## config.mk

```make
export PLATFORM = sky130hd
export DESIGN_NAME = dia_mes_contador
export DESIGN_NICKNAME = d
export VERILOG_FILES = /design/src/rtl/dia_mes_contador.sv
export SDC_FILE = /design/constraint.sdc
export NUM_CORES = 1
export LEC_CHECK = 0
export CAP_MARGIN = 20
export CORE_UTILIZATION = 49
export CTS_CLUSTER_SIZE = 8
export DETAILED_ROUTE_END_ITERATION = 10
export GPL_ROUTABILITY_DRIVEN = 0
export GPL_TIMING_DRIVEN = 0
export PLACE_DENSITY = 0.95
export SYNTH_ARGS = -nofsm -noshare
export SYNTH_HDL_FRONTEND = slang
export SYNTH_SLANG_ARGS = --single-unit
```

## constraint.sdc

```tcl
create_clock -name clk -period 5.5 [get_ports clk]
set_input_delay 0.55 -clock clk [delete_from_list [all_inputs] [get_ports clk]]
set_output_delay 0.55 -clock clk [all_outputs]
set_load 0.01 [all_outputs]
```

## src/rtl/dia_mes_contador.sv

```systemverilog
// ----------------------------------------------------------------------------
// dia_mes_contador
// Day-of-month / month stage of the BCD calendar chain. Advances the date on
// each end-of-day carry, honours month lengths and leap years (decoded straight
// from the BCD year digits), and supports a set mode for manual adjustment.
//
// Optional feature macro: BISIESTO_EN
//   defined   -> Gregorian leap-year logic, 29-Feb path and 29-Feb clamp present
//   undefined -> February is always 28 days; year inputs are unused
//
// Ports:
//   clk           in   system clock, rising edge
//   rst           in   synchronous active-high reset (loads DIA_INI/MES_INI)
//   stay          in   1 = run mode (finDia advances), 0 = set mode
//   finDia        in   one-cycle end-of-day carry, run mode only
//   addDia        in   set mode: day + 1, wraps within month
//   addMes        in   set mode: month + 1, 12 -> 01, day clamped to new length
//   unidadesYear  in   BCD year units
//   decenasYear   in   BCD year tens
//   centenasYear  in   BCD year hundreds
//   millaresYear  in   BCD year thousands
//   unidadesDia   out  BCD day units (registered)
//   decenasDia    out  BCD day tens (registered)
//   unidadesMes   out  BCD month units (registered)
//   decenasMes    out  BCD month tens (registered)
//   finYear       out  combinational end-of-year strobe (31-Dec + finDia)
// ----------------------------------------------------------------------------
module dia_mes_contador #(
  parameter logic [7:0] DIA_INI = 8'h01,
  parameter logic [4:0] MES_INI = 5'h01
) (
  input  logic       clk,
  input  logic       rst,
  input  logic       stay,
  input  logic       finDia,
  input  logic       addDia,
  input  logic       addMes,
  input  logic [3:0] unidadesYear,
  input  logic [3:0] decenasYear,
  input  logic [3:0] centenasYear,
  input  logic [3:0] millaresYear,
  output logic [3:0] unidadesDia,
  output logic [1:0] decenasDia,
  output logic [3:0] unidadesMes,
  output logic       decenasMes,
  output logic       finYear
);

  logic [3:0] r_dia_u;
  logic [1:0] r_dia_d;
  logic [3:0] r_mes_u;
  logic       r_mes_d;

  // Packed BCD views: {tens, units}. Since units stay below 10, packed
  // magnitude compares match the decimal ordering.
  logic [5:0] w_dia;
  logic [4:0] w_mes;
  logic [5:0] w_dia_n;
  logic [4:0] w_mes_n;
  logic [5:0] w_len;
  logic [5:0] w_len_sig;
  logic [4:0] w_mes_sig;
  logic       w_fin_mes;
  logic       w_leap;

  assign w_dia = {r_dia_d, r_dia_u};
  assign w_mes = {r_mes_d, r_mes_u};

  // Two-digit BCD value divisible by 4: even tens need units 0/4/8, odd tens
  // need units 2/6.
  function automatic logic div4_bcd(input logic [3:0] t, input logic [3:0] u);
    return (!t[0] && (u == 4'd0 || u == 4'd4 || u == 4'd8)) ||
           ( t[0] && (u == 4'd2 || u == 4'd6));
  endfunction

  function automatic logic [5:0] mes_len(input logic [4:0] mes, input logic leap);
    logic [5:0] len;
    case (mes)
      5'h04, 5'h06, 5'h09, 5'h11: len = 6'h30;
      5'h02:                      len = leap ? 6'h29 : 6'h28;
      default:                    len = 6'h31;
    endcase
    return len;
  endfunction

  function automatic logic [5:0] dia_inc(input logic [5:0] d);
    if (d[3:0] == 4'd9) return {d[5:4] + 2'd1, 4'd0};
    else                return {d[5:4], d[3:0] + 4'd1};
  endfunction

  function automatic logic [4:0] mes_inc(input logic [4:0] m);
    if (m == 5'h12)           return 5'h01;
    else if (m[3:0] == 4'd9)  return 5'h10;
    else                      return {m[4], m[3:0] + 4'd1};
  endfunction

`ifdef BISIESTO_EN
  logic w_y_cero;
  // Century years (xx00) are leap only when the century digits divide by 4.
  assign w_y_cero = (decenasYear == 4'd0) && (unidadesYear == 4'd0);
  assign w_leap   = w_y_cero ? div4_bcd(millaresYear, centenasYear)
                             : div4_bcd(decenasYear, unidadesYear);
`else
  logic w_unused;
  assign w_unused = ^{millaresYear, centenasYear, decenasYear, unidadesYear};
  assign w_leap   = 1'b0;
`endif

  assign w_len     = mes_len(w_mes, w_leap);
  assign w_mes_sig = mes_inc(w_mes);
  assign w_len_sig = mes_len(w_mes_sig, w_leap);
  // >= so a transiently out-of-range day still wraps to 01.
  assign w_fin_mes = (w_dia >= w_len);

  always_comb begin
    w_dia_n = w_dia;
    w_mes_n = w_mes;
    if (stay && finDia) begin
      if (w_fin_mes) begin
        w_dia_n = 6'h01;
        w_mes_n = w_mes_sig;
      end else begin
        w_dia_n = dia_inc(w_dia);
      end
    end else if (!stay && addMes) begin
      w_mes_n = w_mes_sig;
      if (w_dia > w_len_sig) w_dia_n = w_len_sig;
    end else if (!stay && addDia) begin
      w_dia_n = w_fin_mes ? 6'h01 : dia_inc(w_dia);
`ifdef BISIESTO_EN
    end else if (w_dia > w_len) begin
      // Year changed under a 29-Feb: pull the day back into range.
      w_dia_n = w_len;
`endif
    end
  end

  always_ff @(posedge clk) begin
    if (rst) begin
      r_dia_u <= DIA_INI[3:0];
      r_dia_d <= DIA_INI[5:4];
      r_mes_u <= MES_INI[3:0];
      r_mes_d <= MES_INI[4];
    end else begin
      r_dia_u <= w_dia_n[3:0];
      r_dia_d <= w_dia_n[5:4];
      r_mes_u <= w_mes_n[3:0];
      r_mes_d <= w_mes_n[4];
    end
  end

  assign unidadesDia = r_dia_u;
  assign decenasDia  = r_dia_d;
  assign unidadesMes = r_mes_u;
  assign decenasMes  = r_mes_d;
  assign finYear     = stay && finDia && (w_mes == 5'h12) && (w_dia == 6'h31);

endmodule
```

==> impl_metrics.toml <==
[die]
ioPinCount = 34
die_w_um = 47.7
start_util_pct = 52.1
fp.coreArea_mm2 = 0.00196
dieArea_mm2 = 0.00227
die_y_um = 47.7
rows = 16

[cts]
cts_tree = "built"
root_buffer = "clkbuf_4"
cts.clk_slew.worst_paths_ps = 80
cts_resized = 0
cts_buffer_depth = 2
clock-sinks = 11
cts_buffers = 3
postCtsSetupRepairBufs = 0
h-tree-depth = 1
clock_latency_ps = 280
ctsHoldBuffers = 0

[synthesis]
synth.yosys.seq_area_share_pct = 21.5
netlist_instances = 125
ys.warnings.count = 0
synth_area_leaders = "dfxtp_1 22%, ha_1 11%, nand2_1 4.0%"
yosys.area.top_type = "dfxtp_1"
synth_top_area_share_pct = 21.5
synthDistinctLibCells = 46
syn-num-nets = 156
ys_ff_latch = 11
synthArstFlopShare_pct = 0
synth_area_per_cell_um2 = 8.18
synth_ff_type = "dfxtp_1"
synth-edff-count = 0
synth.cell_area_mm2 = 0.00102

[timing]
setup-violations-final = 0
timing.fmax_mhz = 345
fin_skew_ps = 10.2
worstMarginPinSlew_ps = 465
worst_slack_ps = 2600
fin_crit_ps = 2900
post-route-period-util_pct = 52.7
setup_tns_ps = 0
rsz0062_at_grt = "false"
slew_headroom_pct = 68.9
hold_viol = 0
drv_slew = 0

[layout]
drive_gt1_share_pct = 12.3
nets = 178
antennaDiodeCount = 0
area_growth_pct = 22.5
fin_util_pct = 63.8

[critical_path]
critPathCaptureType = "flip-flop"
startpoint_type = "flip-flop"
cp.required_ps = 5670
criticalPathCategory = "flip-flop to flip-flop"
crit_path_max_fanout = 10
critical_path_arrival_ps = 3070

[pwr]
powerDensity_mw_per_mm2 = 183
vdd_drop_max_v = 0.0000980
total_leakage_power_nw = 0.498
report.power.total_mw = 0.229

[routing]
routed_via_density = 6.36
wire_per_inst_um = 15.0
postRouteAntennaNets = 0
drcViolationCount = 0
num_vias = 1101
drtIter0Drc = 48
first_pass_iters = 4
routed_wl_um = 2590

[grt]
grt_max_degree = 11
first_global_vias = 943
grtUsageTotal_pct = 24.9
antenna_found_initial = 0
grt_pass1_wl_um = 3970
grt_overflow = 0

[run_status]
outcome = "complete, no violations"

[worst_hold_path]
hp-class = "flip-flop to flip-flop"

[place]
dp_hpwl_um = 1920
io_buffers = 17
pre_cts_slack_ps = 2720

[job]
maxCapViolCount = 0
[per-stage QoR]
stage / instance area (um^2) / hold WS (ps) / instances
6_report: 1250 / 616 / 173
5_1_grt: 1250 / 653 / 173
4_1_cts: 1250 / 615 / 173
3_5_place_dp: 1230 / 600 / 169
3_3_place_gp: 1230 / 589 / 169
2_1_floorplan: 1020 / 577 / 125
[Yosys cell counts (2+ instances only)]
master	instances
o211ai_1	2
o21ai_0	7
nor2b_1	3
a41oi_1	2
a21o_1	2
nand2b_1	5
a31oi_1	3
nand3_1	3
nor4_1	4
a21oi_1	6
a31o_2	2
o21ai_2	2
clkbuf_1	3
o21a_1	5
buf_2	2
nand2_1	11
inv_1	6
nor2_1	10
buf_6	2
ha_1	9
dfxtp_1	11
[flip-flops by register name (all words and copies together), names as in the netlist]
signal and cells:
unidadesDia 4, unidadesMes 4, decenasDia 2, decenasMes 1
[final cells by class]
type                            instances  area (um^2)
Multi-Input combinational cell        101          736
Fill cell                             171          709
Sequential cell                        11          220
Timing Repair Buffer                   17          170
Buffer                                  7         43.8
Tap cell                               27         33.8
Clock buffer                            4         26.3
Inverter                                6         22.5
[cell usage in the layout (no fill, tap or decap), drive strengths merged, types with 3 or more instances in the layout]
cell,netlist,layout
nor2,10,10
nand3,3,3
clkbuf,3,7
dfxtp,11,11
o21a,5,5
a31oi,4,4
nand2,12,12
inv,6,6
buf,4,4
nor4,5,5
o21ai,10,10
clkdlybuf4s50,0,17
a21oi,6,6
nor2b,3,3
ha,9,9
nand2b,5,5
[metal layers]
metal | GRT usage (%) | share of wire, % | vias to the layer above
met4 | 12.8 | 4.1 | 0
met3 | 3.77 | 7.7 | 17
met2 | 41.4 | 47 | 61
li1 | - | - | 514
met1 | 31.2 | 42 | 509
met5 | 0 | 0 | -
[worst max-delay path, cell delays in order, from the launching register on]
cell       delay (ps)
dfxtp_1           380
clkbuf_1          370
nand2_1           130
a31oi_1           220
o32a_1            220
ha_1              240
and3_1            190
o21ai_0           210
a31oi_2           240
o21ba_1           250
a2111oi_1         340
[where the power goes]
group	switching, mW	internal [mW]
combinational	0.0412	0.0362
sequential	0.00911	0.0845
clock	0.0298	0.0281
total	0.0802	0.149
[cells by family (layout without fill, tap and decap cells)]
logic type      Yosys count  count (layout)  share of synthesized area (%)
flops                    11              11                           21.5
xor+xnor                  1               1                          0.857
simple gates             48              48                           27.8
buf+inv                  13              34                           6.49
fa+ha+maj                 9               9                           11.0
compound gates           43              43                           32.3
[path summary, 6_finish.rpt]
check / cells past startpoint / startpoint / end / slack (ps)
setup / recovery: 10 / unidadesMes[1] / decenasDia[0] / 2600
hold / removal: 2 / unidadesDia[1] / unidadesDia[1] / 620
setup reg to reg: 10 / unidadesMes[1] / decenasDia[0] / 2600
hold reg to reg: 2 / unidadesDia[1] / unidadesDia[1] / 620
Note: power is estimated with default switching activity, not from simulation.
